`config.mk`:
```
export PLATFORM = sky130hd
export DESIGN_NAME = spi_target_flat
export DESIGN_NICKNAME = d
export VERILOG_FILES = /design/src/rtl/spi_target_pkg.sv /design/src/rtl/spi_target_if.sv /design/src/rtl/spi_target_rx_fifo.sv /design/src/rtl/spi_target.sv /design/src/flat_wrapper.sv
export SDC_FILE = /design/constraint.sdc
export NUM_CORES = 1
export LEC_CHECK = 0
export CAP_MARGIN = 20
export CORE_MARGIN = 2
export CORE_UTILIZATION = 55
export CTS_CLUSTER_DIAMETER = 150
export DETAILED_ROUTE_END_ITERATION = 10
export PLACE_DENSITY = 0.78
export SLEW_MARGIN = 20
export SYNTH_ARGS = -nofsm -noshare
export SYNTH_HDL_FRONTEND = slang
export SYNTH_SLANG_ARGS = --single-unit
```
`constraint.sdc`:
```
create_clock -name clk_sys_i -period 2 [get_ports clk_sys_i]
set_input_delay 0.4 -clock clk_sys_i [delete_from_list [all_inputs] [get_ports clk_sys_i]]
set_output_delay 0.4 -clock clk_sys_i [all_outputs]
set_load 0.01 [all_outputs]
```
`src/rtl/spi_target_pkg.sv`:
```
// Shared types and constants for the SPI target (mode 0, MSB first, 8-bit frames).
package spi_target_pkg;

  typedef enum logic {
    SpiIdle   = 1'b0,
    SpiActive = 1'b1
  } spi_state_e;

  localparam int unsigned SpiByteW      = 8;
  localparam int unsigned SpiSyncStages = 2;
  localparam int unsigned SpiCntW       = $clog2(SpiByteW);

  // Byte to place in the TX shifter: the offered byte if there is one, else the idle filler.
  function automatic logic [SpiByteW-1:0] tx_select(input logic                valid,
                                                    input logic [SpiByteW-1:0] data,
                                                    input logic [SpiByteW-1:0] idle);
    return valid ? data : idle;
  endfunction

endpackage

```
`src/rtl/spi_target_if.sv`:
```
// CPU-side byte streams of the SPI target: RX bytes out of the FIFO, TX bytes into the shifter.
interface spi_target_if;
  import spi_target_pkg::*;

  // valid/ready: a byte moves on a clock edge where both are high; valid may not depend on
  // ready, and data is held stable while valid is high and ready is low.
  logic [SpiByteW-1:0] rx_data;
  logic                rx_valid;
  logic                rx_ready;
  logic [SpiByteW-1:0] tx_data;
  logic                tx_valid;
  logic                tx_ready;

  modport slave (
    output rx_data,
    output rx_valid,
    input  rx_ready,
    input  tx_data,
    input  tx_valid,
    output tx_ready
  );

  modport master (
    input  rx_data,
    input  rx_valid,
    output rx_ready,
    output tx_data,
    output tx_valid,
    input  tx_ready
  );

endinterface

```
`src/rtl/spi_target_rx_fifo.sv`:
```
// Small synchronous FIFO holding received bytes; pointers carry an extra wrap bit.
module spi_target_rx_fifo #(
  parameter int unsigned Depth = 4,
  parameter int unsigned Width = 8
) (
  input  logic             clk_i,
  input  logic             rst_ni,
  input  logic             push_i,
  input  logic [Width-1:0] data_i,
  input  logic             pop_i,
  output logic [Width-1:0] data_o,
  output logic             full_o,
  output logic             empty_o
);

  localparam int unsigned AddrW = $clog2(Depth);
  localparam int unsigned PtrW  = AddrW + 1;

  logic [Width-1:0] mem_q [Depth];
  logic [PtrW-1:0]  wptr_q, wptr_d;
  logic [PtrW-1:0]  rptr_q, rptr_d;
  logic             push_ok;
  logic             pop_ok;

  assign empty_o = (wptr_q == rptr_q);
  assign full_o  = (wptr_q[AddrW-1:0] == rptr_q[AddrW-1:0]) &&
                   (wptr_q[AddrW] != rptr_q[AddrW]);

  // A pop in the same cycle frees the slot, so a push into a full FIFO still lands.
  assign pop_ok  = pop_i & ~empty_o;
  assign push_ok = push_i & (~full_o | pop_ok);

  always_comb begin
    wptr_d = wptr_q;
    rptr_d = rptr_q;
    if (push_ok) wptr_d = wptr_q + PtrW'(1);
    if (pop_ok)  rptr_d = rptr_q + PtrW'(1);
  end

  always_ff @(posedge clk_i or negedge rst_ni) begin
    if (!rst_ni) begin
      wptr_q <= '0;
      rptr_q <= '0;
    end else begin
      wptr_q <= wptr_d;
      rptr_q <= rptr_d;
    end
  end

  always_ff @(posedge clk_i) begin
    if (push_ok) mem_q[wptr_q[AddrW-1:0]] <= data_i;
  end

  assign data_o = mem_q[rptr_q[AddrW-1:0]];

endmodule

```
`src/rtl/spi_target.sv`:
```
// SPI target: oversamples SCK/CS_n/COPI in the system clock domain, fills an RX FIFO, shifts TX bytes on CIPO.
module spi_target
  import spi_target_pkg::*;
#(
  parameter int unsigned         RxDepth    = 4,
  parameter logic [SpiByteW-1:0] TxIdleByte = 8'hFF
) (
  input  logic         clk_sys_i,
  input  logic         rst_sys_ni,
  input  logic         spi_sck_i,
  input  logic         spi_cs_ni,
  input  logic         spi_copi_i,
  output logic         spi_cipo_o,
  output logic         spi_cipo_en_o,
  spi_target_if.slave  host,
  output logic         rx_overflow_o,
  output logic         active_o,
  output spi_state_e   state_o
);

  logic [SpiSyncStages-1:0] sck_sync_q, cs_sync_q, copi_sync_q;
  logic                     sck_dly_q, cs_dly_q;
  logic                     sck_s, cs_s, copi_s;
  logic                     sck_rise, sck_fall, cs_fall;

  spi_state_e          state_q, state_d;
  logic [SpiCntW-1:0]  bit_cnt_q, bit_cnt_d;
  logic [SpiByteW-1:0] rx_shift_q, rx_shift_d;
  logic [SpiByteW-1:0] tx_shift_q, tx_shift_d;
  logic                push_q, push_d;
  logic                rx_overflow_q, rx_overflow_d;
  logic                tx_load;

  logic [SpiByteW-1:0] fifo_data;
  logic                fifo_full, fifo_empty, fifo_pop;

  // CS_n idles high through reset so releasing reset never looks like a select.
  always_ff @(posedge clk_sys_i or negedge rst_sys_ni) begin
    if (!rst_sys_ni) begin
      sck_sync_q  <= '0;
      cs_sync_q   <= '1;
      copi_sync_q <= '0;
      sck_dly_q   <= 1'b0;
      cs_dly_q    <= 1'b1;
    end else begin
      sck_sync_q  <= {sck_sync_q[SpiSyncStages-2:0], spi_sck_i};
      cs_sync_q   <= {cs_sync_q[SpiSyncStages-2:0], spi_cs_ni};
      copi_sync_q <= {copi_sync_q[SpiSyncStages-2:0], spi_copi_i};
      sck_dly_q   <= sck_sync_q[SpiSyncStages-1];
      cs_dly_q    <= cs_sync_q[SpiSyncStages-1];
    end
  end

  assign sck_s    = sck_sync_q[SpiSyncStages-1];
  assign cs_s     = cs_sync_q[SpiSyncStages-1];
  assign copi_s   = copi_sync_q[SpiSyncStages-1];
  assign sck_rise = sck_s & ~sck_dly_q;
  assign sck_fall = ~sck_s & sck_dly_q;
  assign cs_fall  = ~cs_s & cs_dly_q;

  always_comb begin
    state_d    = state_q;
    bit_cnt_d  = bit_cnt_q;
    rx_shift_d = rx_shift_q;
    tx_shift_d = tx_shift_q;
    push_d     = 1'b0;
    tx_load    = 1'b0;

    unique case (state_q)
      SpiIdle: begin
        if (cs_fall) begin
          state_d   = SpiActive;
          bit_cnt_d = '0;
          tx_load   = 1'b1;
        end
      end
      SpiActive: begin
        if (cs_s) begin
          // Deselect drops any partial byte and the loaded TX byte.
          state_d   = SpiIdle;
          bit_cnt_d = '0;
        end else if (sck_rise) begin
          rx_shift_d = {rx_shift_q[SpiByteW-2:0], copi_s};
          bit_cnt_d  = bit_cnt_q + SpiCntW'(1);
          push_d     = (bit_cnt_q == SpiCntW'(SpiByteW - 1));
        end else if (sck_fall) begin
          if (bit_cnt_q != '0) tx_shift_d = tx_shift_q << 1;
          else                 tx_load    = 1'b1;
        end
      end
      default: state_d = SpiIdle;
    endcase

    if (tx_load) tx_shift_d = tx_select(host.tx_valid, host.tx_data, TxIdleByte);
  end

  always_ff @(posedge clk_sys_i or negedge rst_sys_ni) begin
    if (!rst_sys_ni) begin
      state_q       <= SpiIdle;
      bit_cnt_q     <= '0;
      rx_shift_q    <= '0;
      tx_shift_q    <= '0;
      push_q        <= 1'b0;
      rx_overflow_q <= 1'b0;
    end else begin
      state_q       <= state_d;
      bit_cnt_q     <= bit_cnt_d;
      rx_shift_q    <= rx_shift_d;
      tx_shift_q    <= tx_shift_d;
      push_q        <= push_d;
      rx_overflow_q <= rx_overflow_d;
    end
  end

  // The completed byte is written one cycle after the 8th rising edge updates rx_shift.
  assign fifo_pop      = host.rx_ready & ~fifo_empty;
  assign rx_overflow_d = push_q & fifo_full & ~fifo_pop;

  spi_target_rx_fifo #(
    .Depth (RxDepth),
    .Width (SpiByteW)
  ) u_rx_fifo (
    .clk_i   (clk_sys_i),
    .rst_ni  (rst_sys_ni),
    .push_i  (push_q),
    .data_i  (rx_shift_q),
    .pop_i   (fifo_pop),
    .data_o  (fifo_data),
    .full_o  (fifo_full),
    .empty_o (fifo_empty)
  );

  assign host.rx_data  = fifo_data;
  assign host.rx_valid = ~fifo_empty;
  assign host.tx_ready = tx_load & host.tx_valid;

  assign active_o      = (state_q == SpiActive);
  assign spi_cipo_en_o = active_o;
  assign spi_cipo_o    = active_o & tx_shift_q[SpiByteW-1];
  assign rx_overflow_o = rx_overflow_q;
  assign state_o       = state_q;

endmodule
```
`src/flat_wrapper.sv`:
```
// flat-port wrapper written by rule: the top's interface ports become plain ports
module spi_target_flat import spi_target_pkg::*;
#(
  parameter int unsigned         RxDepth    = 4,
  parameter logic [SpiByteW-1:0] TxIdleByte = 8'hFF
)
  (clk_sys_i, rst_sys_ni, spi_sck_i, spi_cs_ni, spi_copi_i, spi_cipo_o, spi_cipo_en_o, rx_overflow_o, active_o, state_o, host_rx_data, host_rx_valid, host_rx_ready, host_tx_data, host_tx_valid, host_tx_ready);
  spi_target_if host_i ();
  input  logic clk_sys_i;
  input  logic rst_sys_ni;
  input  logic spi_sck_i;
  input  logic spi_cs_ni;
  input  logic spi_copi_i;
  output logic spi_cipo_o;
  output logic spi_cipo_en_o;
  output logic rx_overflow_o;
  output logic active_o;
  output spi_state_e state_o;
  output wire logic [$bits(host_i.rx_data)-1:0] host_rx_data;
  output wire logic [$bits(host_i.rx_valid)-1:0] host_rx_valid;
  input wire logic [$bits(host_i.rx_ready)-1:0] host_rx_ready;
  input wire logic [$bits(host_i.tx_data)-1:0] host_tx_data;
  input wire logic [$bits(host_i.tx_valid)-1:0] host_tx_valid;
  output wire logic [$bits(host_i.tx_ready)-1:0] host_tx_ready;
  assign host_rx_data = host_i.rx_data;
  assign host_rx_valid = host_i.rx_valid;
  assign host_i.rx_ready = host_rx_ready;
  assign host_i.tx_data = host_tx_data;
  assign host_i.tx_valid = host_tx_valid;
  assign host_tx_ready = host_i.tx_ready;
  spi_target #(.RxDepth(RxDepth), .TxIdleByte(TxIdleByte)) u_core (.clk_sys_i(clk_sys_i), .rst_sys_ni(rst_sys_ni), .spi_sck_i(spi_sck_i), .spi_cs_ni(spi_cs_ni), .spi_copi_i(spi_copi_i), .spi_cipo_o(spi_cipo_o), .spi_cipo_en_o(spi_cipo_en_o), .host(host_i), .rx_overflow_o(rx_overflow_o), .active_o(active_o), .state_o(state_o));
endmodule
```
Yosys cells after proc, flatten, opt, wreduce, memory -nomap -nowiden
Memory sizes are Yosys's and may differ from the RTL's.
Index checks and enable logic that the tools add are counted.
- ROM bits: 0
- bits in writable memories: 32
- bits in latches: 0
- bits in registers: 36
- memories: 1
- output and inout bits: 15
- muxes and demuxes: 24
- equal/unequal tests: 8
- shifts and indexed selects: 0
- $mul: 0
- bitwise operators: 18
- div/mod/pow operators: 0
- reduce and logical (&&, ||, !) cells: 8
- add/sub/neg operators: 3
- order comparisons: 0
- memory list (name ; depth ; bits a word ; rd ports ; clocked after memory_dff ; write ports ; line ; RTL):
    u_core.u_rx_fifo.mem_q ; 4 ; 8 ; 1 ; 0 ; 1 ; spi_target_rx_fifo.sv:19 ; logic [Width-1:0] mem_q [Depth];
- operators by type and width (kind ; count):
    two-way mux 8 bit ; 7
    two-way mux 1 bit ; 11
    AND 1 bit ; 10
    adder 3 x 1 -> 3 bit, second input constant ; 3
    two-way mux 3 bit ; 3
    inverter 1 bit ; 7
    one-hot mux 3 bit (2 select lines) ; 1
    nonzero test 2 bit ; 3
    AND reduction 5 bit ; 1
    != test 2 bit, second input constant ; 2
    one-hot mux 1 bit (2 select lines) ; 2
    == test 3 bit ; 1
    == test 3 bit, second input constant ; 1
    != test 3 x 1 -> 1 bit, second input constant ; 1
    AND reduction 3 bit ; 1
    nonzero test 3 bit ; 1
    == test 2 bit ; 1
    != test 2 x 1 -> 1 bit, second input constant ; 1
    AND reduction 2 bit ; 1
    logical AND 1 bit ; 1
    != test 1 bit ; 1
    OR 1 bit ; 1

Logic depth before layout (Yosys ltp)
Gate-level depths: netlist of the first run.
- word-level depth: 8
- depth in mapped cells: 5

By module
From an unflattened synthesis of the first run, not the netlist that was laid out.
- cells, all modules: 191
- area total of the unflattened synthesis: 2887.8 um^2
- modules (own cells, without submodules) (module ; seq. area each (um^2) ; cells an instance ; area each (um^2) ; instances):
    spi_target_rx_fifo ; 1111.1 ; 89 ; 1614.0 ; 1
    spi_target ; 754.5 ; 102 ; 1273.7 ; 1

Worst setup path after synthesis of the first run
Ideal clock, no wire load.
- kind: reg-to-reg
- start: register u_core.u_rx_fifo.wptr_q[1]
- end: memory u_core.u_rx_fifo.mem_q[0][0], enable pin
- required time: 1.739 ns
- cell stages (with the launch flop): 4
- arrival: 1.428 ns
- buffers on the path: 0
- slack: 0.311 ns
- clock period less this slack: 1.689 ns
- path through: dfrtp_1 > xor2_1 > or4_4 > and3_2
- cells in the longest elaborated chain, start to end: 8
- ends and longest elaborated chain (item ; line ; RTL):
    start: declaration ; spi_target_rx_fifo.sv:20 ; logic [PtrW-1:0] wptr_q, wptr_d;
    start signal: assignment ; spi_target_rx_fifo.sv:45 ; wptr_q <= wptr_d;
    == test 3 bit ; spi_target_rx_fifo.sv:25 ; assign empty_o = (wptr_q == rptr_q);
    inverter 1 bit ; spi_target_rx_fifo.sv:30, spi_target.sv:116 ;
    AND 1 bit ; spi_target.sv:116 ; assign fifo_pop = host.rx_ready & ~fifo_empty;
    AND 1 bit ; spi_target_rx_fifo.sv:30 ; assign pop_ok = pop_i & ~empty_o;
    OR 1 bit ; spi_target_rx_fifo.sv:31 ; assign push_ok = push_i & (~full_o | pop_ok);
    AND 1 bit ; spi_target_rx_fifo.sv:31 ;
    two-way mux 1 bit ; spi_target_rx_fifo.sv:51 ; if (push_ok) mem_q[wptr_q[AddrW-1:0]] <= data_i;
    two-way mux 1 bit (not written as such) ; spi_target_rx_fifo.sv:51 ;
    end: declaration ; spi_target_rx_fifo.sv:19 ;
Several ways; a longest one is shown, not always the timed one.

Worst setup path in the final report of the first run
- start: register u_core.u_rx_fifo.rptr_q[0]
- end: output host_rx_data[7]
- cells in the longest elaborated chain, start to end: 1
- ends and longest elaborated chain (item ; line ; RTL):
    start: declaration ; spi_target_rx_fifo.sv:21 ; logic [PtrW-1:0] rptr_q, rptr_d;
    start signal: assignment ; spi_target_rx_fifo.sv:46 ; rptr_q <= rptr_d;
    memory (4 x 8 bit) ; n/a ;
    end: declaration ; flat_wrapper.sv:19 ; output wire logic [$bits(host_i.rx_data)-1:0] host_rx_data;
Every way passes these cells.

==> flow_metrics.py, run 1 <==
metrics = {
    "run_status": {
        "status": "finished clean",
    },
    "clock_network": {
        "root_buffer": "clkbuf_8",
        "cts_tree": "done",
        "clk_latency_ns": 0.33,
        "cts.sink_count": 68,
        "cts_hold_buf": 0,
        "clk_pin_slew_ns": 0.07,
        "clk_path_buf_depth": 2,
        "cts-htree-levels": 3,
        "cts-buffers-inserted": 9,
    },
    "floorplan": {
        "num_rows": 26,
        "die_x_um": 75.5,
        "ios": 30,
        "fp.dieH_um": 75.5,
        "dieArea_um2": 5700,
        "core_area_um2": 5010,
        "initial_core_util": 0.561,
    },
    "placed_design": {
        "numPortBuffers": 29,
        "numPlacedInstances": 282,
        "hpwl_mm": 3.28,
        "place_congestion": 0.699,
        "place_ws_ns": -0.151,
    },
    "worst_setup_path": {
        "critPathSlowestCell": "mux4_2",
        "worstSetupEndpointType": "primary output",
        "crit_chain": "buf_6, mux4_2, buf_6",
        "r2r-start": "u_core.u_rx_fifo.rptr_q[0]$_DFFE_PN0P_",
        "worst-path-buf-inv": 2,
        "slowest_delay_ns": 0.52,
        "arrival_ns": 1.53,
        "r2r_end": "u_core.u_rx_fifo.mem_q[0][7]$_DFFE_PP_",
        "ff2ff_path_depth": 4,
        "crit_start": "u_core.u_rx_fifo.rptr_q[0]$_DFFE_PN0P_",
        "path_delay_family": "multiplexers",
        "critPathRequiredTime_ns": 1.60,
        "crit_type": "reg2out",
        "path_common_cell": "buf_6",
        "cp-start-kind": "flip-flop",
        "worstPathMaxFanout": 8,
        "ff2ff_setup_slack_ns": 0.09,
        "cp.depth": 3,
    },
    "global_routing": {
        "grt_overflow_total": 0,
        "antenna_found_initial": 0,
        "first_global_vias": 1566,
        "globalRouteTotalUtil": 0.189,
        "grt_pass1_wl_mm": 7.49,
        "grt_max_degree": 37,
    },
    "timing": {
        "finalCriticalPeriod_ns": 1.93,
        "timing.final.ws_setup_ns": 0.0691,
        "drv_slew": 0,
        "rsz0062_at_grt": "true",
        "hold_viol": 0,
        "hold_ws_ns": 0.355,
        "setup_violations": 0,
        "worst_pin_slew_ns": 0.570,
        "fin_crit_sh": 0.965,
        "relSlewSlack": 0.619,
        "fmax_mhz": 518,
        "fin_skew_ns": 0.00621,
    },
    "worst_hold_path": {
        "min_path_type": "reg2reg",
        "worstHoldPathCells": 0,
        "min_to": "u_core.sck_sync_q[1]$_DFF_PN0_",
        "holdCritStartpoint": "u_core.sck_sync_q[0]$_DFF_PN0_",
    },
    "final_layout": {
        "fillers": 359,
        "area_growth_pct": 21.1,
        "drive_above_1_share": 0.285,
        "nNetsFinal": 246,
        "layout_common_cells": "dfrtp_1 (33), edfxtp_1 (32), inv_1 (25)",
        "mostFrequentLayoutCell": "dfrtp_1",
        "n_antenna_cell": 0,
        "finalNonFillerCells": 298,
    },
    "synthesis": {
        "ys_seq_area_frac": 0.664,
        "yosys_register_bits": 68,
        "synth_warnings": 0,
        "syn-cell-area_um2": 2810,
        "synth-async-reset-ratio": 0.529,
        "ys.flop_type": "dfrtp_1",
        "synth_edf_count": 32,
        "synth_area_per_cell_um2": 15.8,
        "synth.distinct_cells": 38,
        "syn-num-nets": 201,
        "postSynthCellCount": 178,
    },
    "detailed_routing": {
        "wire_per_inst_um": 15.9,
        "drtPass1Iterations": 6,
        "drtIter0Drc": 188,
        "drt_wl_total_mm": 4.74,
        "post-route-drc-count": 0,
        "viasPerCell": 5.39,
        "antenna_left": 0,
        "vias": 1607,
    },
    "flow_run": {
        "maxCapViolations": 0,
    },
    "power": {
        "total_power_uw": 3400,
        "power.density_nw_per_um2": 998,
        "cellLeakagePower_uw": 0.00144,
        "ir_drop_mv": 0.556,
    },
}
==> logic make-up (layout without fill, tap and decap cells) <==
logic type / Yosys count / in the layout / share of synthesized area
DFF: 68 / 68 / 0.664
buffers and inverters: 31 / 81 / 0.0476
and+or+nand+nor: 23 / 23 / 0.0530
AOI/OAI and AO/OA: 21 / 21 / 0.0641
muxes: 20 / 20 / 0.112
adders and majority gates: 8 / 8 / 0.0356
xor gates and xnor gates: 7 / 7 / 0.0245
==> cells in the mapped netlist (2+ instances only) <==
cell type / instances / area [um^2]
a22o_1: 3 / 26.3
and2_1: 2 / 12.5
dfstp_2: 3 / 78.8
xnor2_1: 5 / 43.8
mux4_2: 8 / 180
edfxtp_1: 32 / 961
nand2_1: 2 / 7.51
nor2b_1: 4 / 25.0
inv_1: 25 / 93.8
a222oi_1: 7 / 70.1
dfrtp_1: 33 / 826
buf_2: 2 / 10.0
and3_2: 4 / 30.0
nor2_1: 4 / 15.0
ha_1: 8 / 100
a21oi_1: 2 / 10.0
nor3b_1: 3 / 22.5
mux2_2: 10 / 113
buf_4: 2 / 15.0
==> per-layer routing <==
| metal | vias to the layer above | GRT usage | part of all wire |
|---|---|---|---|
| li1 | 743 | - | - |
| met3 | 7 | 0.0701 | 0.052 |
| met4 | 0 | 0.0877 | 0.017 |
| met2 | 55 | 0.302 | 0.51 |
| met1 | 802 | 0.229 | 0.42 |
| met5 | - | 0 | 0 |
==> stage by stage <==
| stage | utilization | cell area (um^2) | setup TNS (ns) |
|---|---|---|---|
| finish | 0.679 | 3400 | 0 |
| global route | 0.679 | 3400 | -0.139 |
| CTS | 0.677 | 3390 | -0.0530 |
| detailed placement | 0.648 | 3240 | -0.571 |
| global placement | 0.648 | 3240 | -0.0977 |
| floorplan | - | 2810 | 0 |
==> state kept, by name, indices dropped and copies added (netlist names), 2 cells and up <==
name	cells
u_core.rx_shift_q	8
u_core.tx_shift_q	8
u_core.bit_cnt_q	3
u_core.u_rx_fifo.mem_q	32
u_core.u_rx_fifo.rptr_q	3
u_core.sck_sync_q	2
u_core.u_rx_fifo.wptr_q	3
u_core.copi_sync_q	2
u_core.cs_sync_q	2
==> worst max path at each step <==
stage                                                         to  slack [ns]
after floorplan           u_core.u_rx_fifo.mem_q[0][0]$_DFFE_PP_        0.31
after global placement                             host_tx_ready        -0.1
after detailed placement                           host_tx_ready       -0.15
after CTS                                        host_rx_data[7]       -0.05
after global routing                             host_rx_data[3]       -0.03
final                                            host_rx_data[7]        0.07
==> power breakdown <==
| group | leakage [uW] | internal [uW] | switching [uW] |
|---|---|---|---|
| Clock | 0.0000768 | 441 | 478 |
| Sequential | 0.000751 | 1580 | 97.9 |
| Combinational | 0.000612 | 435 | 367 |
==> layout make-up <==
class / count / area [um^2] / share of cell area
inverters: 25 / 93.8 / 0.0276
well taps: 70 / 87.6 / 0.0257
flip-flops and latches: 68 / 1870 / 0.548
multi-input cells: 79 / 838 / 0.246
repair buffers: 40 / 358 / 0.105
clock inverters: 5 / 28.8 / 0.00846
clock buffers: 11 / 131 / 0.0386
==> what timing repair did <==
action                     CTS  global route
resized for setup           38            10
pin swaps                    0             0
buffers inserted             1             0
setup endpoints to repair   10            10
(Power assumes the default switching activity.)
==> run 2, diff against run 1 <==
--- a/config.mk
+++ b/config.mk
@@ -7,10 +7,10 @@
 export LEC_CHECK = 0
 export CAP_MARGIN = 20
 export CORE_MARGIN = 2
-export CORE_UTILIZATION = 55
+export CORE_UTILIZATION = 60
 export CTS_CLUSTER_DIAMETER = 150
 export DETAILED_ROUTE_END_ITERATION = 10
-export PLACE_DENSITY = 0.78
+export PLACE_DENSITY = 0.84
 export SLEW_MARGIN = 20
 export SYNTH_ARGS = -nofsm -noshare
 export SYNTH_HDL_FRONTEND = slang
==> constraint.sdc (replaced) <==
create_clock -name clk_sys_i -period 2.5 [get_ports clk_sys_i]
set_input_delay 0.5 -clock clk_sys_i [delete_from_list [all_inputs] [get_ports clk_sys_i]]
set_output_delay 0.5 -clock clk_sys_i [all_outputs]
set_load 0.02 [all_outputs]
==> run 2 against run 1 <==
Effect of this change: highest routed layer unchanged; via count is 0.12% higher; routed wire length is 2.9% lower; largest cell class unchanged; non-clock buffer count is 5 lower; final area is 0.48% lower; critical path type unchanged; critical endpoint is now host_rx_valid; register-to-register slack better by 0.51 ns; sequential share of layout area is 0.34 points higher; utilization is 8.3 points higher.
==> flow_metrics.py, run 2 (same netlist as run 1, synthesis figures left out) <==
metrics = {
    "run_status": {
        "status": "finished clean",
    },
    "global_routing": {
        "grt_max_degree": 37,
        "first_global_vias": 1708,
        "grt_overflow_total": 0,
        "globalRouteTotalUtil": 0.204,
        "grt_pass1_wl_mm": 7.80,
        "antenna_found_initial": 0,
    },
    "clock_network": {
        "root_buffer": "clkbuf_8",
        "clk_latency_ns": 0.34,
        "cts.sink_count": 68,
        "clk_path_buf_depth": 2,
        "cts-htree-levels": 3,
        "cts-buffers-inserted": 9,
        "cts_tree": "done",
        "clk_pin_slew_ns": 0.07,
    },
    "floorplan": {
        "num_rows": 24,
        "ios": 30,
        "initial_core_util": 0.633,
        "dieArea_um2": 5250,
        "fp.dieH_um": 72.5,
        "die_x_um": 72.5,
        "core_area_um2": 4440,
    },
    "worst_setup_path": {
        "worstSetupEndpointType": "primary output",
        "slowest_delay_ns": 0.60,
        "crit_chain": "xor2_2, nor2_1, nand2_1, clkdlybuf4s50_1",
        "arrival_ns": 1.87,
        "crit_type": "reg2out",
        "cp-start-kind": "flip-flop",
        "critPathRequiredTime_ns": 2.00,
        "worstPathMaxFanout": 10,
        "critPathSlowestCell": "clkdlybuf4s50_1",
    },
    "final_layout": {
        "drive_above_1_share": 0.224,
        "post-route-util": 0.762,
        "nNetsFinal": 241,
        "n_antenna_cell": 0,
        "largest_register_ffs": 32,
        "mostFrequentLayoutCell": "edfxtp_1",
        "layout_common_cells": "edfxtp_1 (32), dfrtp_1 (31), inv_1 (25)",
        "area_growth_pct": 20.5,
    },
    "flow_run": {
        "maxCapViolations": 0,
    },
    "power": {
        "power.density_nw_per_um2": 836,
        "p_int_uw": 2060,
        "pwr-share-seq": 0.478,
        "cellLeakagePower_uw": 0.00152,
        "p_sw_frac": 0.272,
        "p_comb_frac": 0.230,
        "ir_drop_mv": 0.721,
        "p_sw_uw": 771,
        "clock_power_share": 0.292,
    },
    "detailed_routing": {
        "viasPerCell": 5.85,
        "post-route-drc-count": 0,
        "drt_wl_total_mm": 4.60,
        "drtIter0Drc": 147,
        "antenna_left": 0,
        "vias": 1609,
        "drtPass1Iterations": 7,
        "wire_per_inst_um": 16.7,
    },
    "timing": {
        "hold_viol": 0,
        "finalCriticalPeriod_ns": 2.37,
        "setup_violations": 0,
        "worst_pin_slew_ns": 0.551,
        "relSlewSlack": 0.628,
        "fmax_mhz": 421,
        "rsz0062_at_grt": "false",
        "fin_setup_tns_ns": 0,
        "fin_crit_sh": 0.949,
        "drv_slew": 0,
        "fin_skew_ns": 0.00539,
    },
    "placed_design": {
        "hpwl_mm": 3.15,
        "numPortBuffers": 29,
        "place_congestion": 0.716,
    },
    "worst_hold_path": {
        "min_path_type": "reg2reg",
    },
}
==> run 2: area by class of cell <==
| type | instances | area [um^2] |
|---|---|---|
| fillers | 274 | 1060 |
| clock buffers | 10 | 128 |
| well taps | 52 | 65.1 |
| multi-input cells | 79 | 820 |
| clock inverters | 6 | 55.1 |
| inverters | 25 | 93.8 |
| repair buffers | 35 | 358 |
| flip-flops and latches | 68 | 1870 |
==> run 2: final timing paths <==
kind                                                     endpoint                                   start  slack, ns  depth (start not counted)
setup / recovery                                    host_rx_valid  u_core.u_rx_fifo.rptr_q[1]$_DFFE_PN0P_       0.13                          4
min in group asynchronous        u_core.tx_shift_q[2]$_DFFE_PN0P_                              rst_sys_ni       0.56                          2
hold / removal                    u_core.copi_sync_q[1]$_DFF_PN0_         u_core.copi_sync_q[0]$_DFF_PN0_       0.36                          0
max in group asynchronous           u_core.cs_sync_q[0]$_DFF_PN1_                              rst_sys_ni       1.60                          2
setup reg to reg           u_core.u_rx_fifo.mem_q[1][5]$_DFFE_PP_  u_core.u_rx_fifo.rptr_q[1]$_DFFE_PN0P_       0.60                          3
hold reg to reg                   u_core.copi_sync_q[1]$_DFF_PN0_         u_core.copi_sync_q[0]$_DFF_PN0_       0.36                          0
==> run 2: what timing repair did <==
action	4_1_cts	5_1_grt
resized for setup	1	11
endpoints found under the setup margin	3	10
hold buffers	0	0
setup buffers	0	0
==> run 2: critical path: cells and delay by family, from the launching register on <==
family / cells / cell delay [ns]
buf+inv: 1 / 0.60
xor+xnor: 1 / 0.26
flops: 1 / 0.51
simple gates: 2 / 0.16
==> run 2: stage by stage <==
| stage | total power [uW] | setup WS (ns) | std cells | hold WS, ns | instance area [um^2] |
|---|---|---|---|---|---|
| final | 2830 | 0.127 | 275 | 0.358 | 3390 |
| after global routing | 2970 | 0.0462 | 275 | 0.360 | 3390 |
| after CTS | 2860 | 0.00737 | 275 | 0.359 | 3360 |
| after detailed placement | 2030 | 0.0871 | 259 | 0.343 | 3170 |
| after global placement | 2000 | 0.112 | 259 | 0.332 | 3170 |
| after floorplan | 1790 | 0.627 | 178 | 0.204 | 2810 |
==> run 2: metal layers <==
layer  vias to the layer above  part of all wire  GRT usage
li1                        737                 -          -
met1                       803              0.39      0.248
met2                        58              0.53      0.331
met3                        11             0.058     0.0625
met4                         0             0.025      0.103
met5                         -                 0          0
==> run 2: power groups by stage <==
stage | Clock [uW] | Sequential, uW | Combinational [uW]
5_1_grt | 900 | 1370 | 705
2_1_floorplan | 0 | 1340 | 450
3_3_place_gp | 0 | 1360 | 637
6_report | 828 | 1350 | 650
3_5_place_dp | 0 | 1370 | 659
4_1_cts | 844 | 1350 | 662
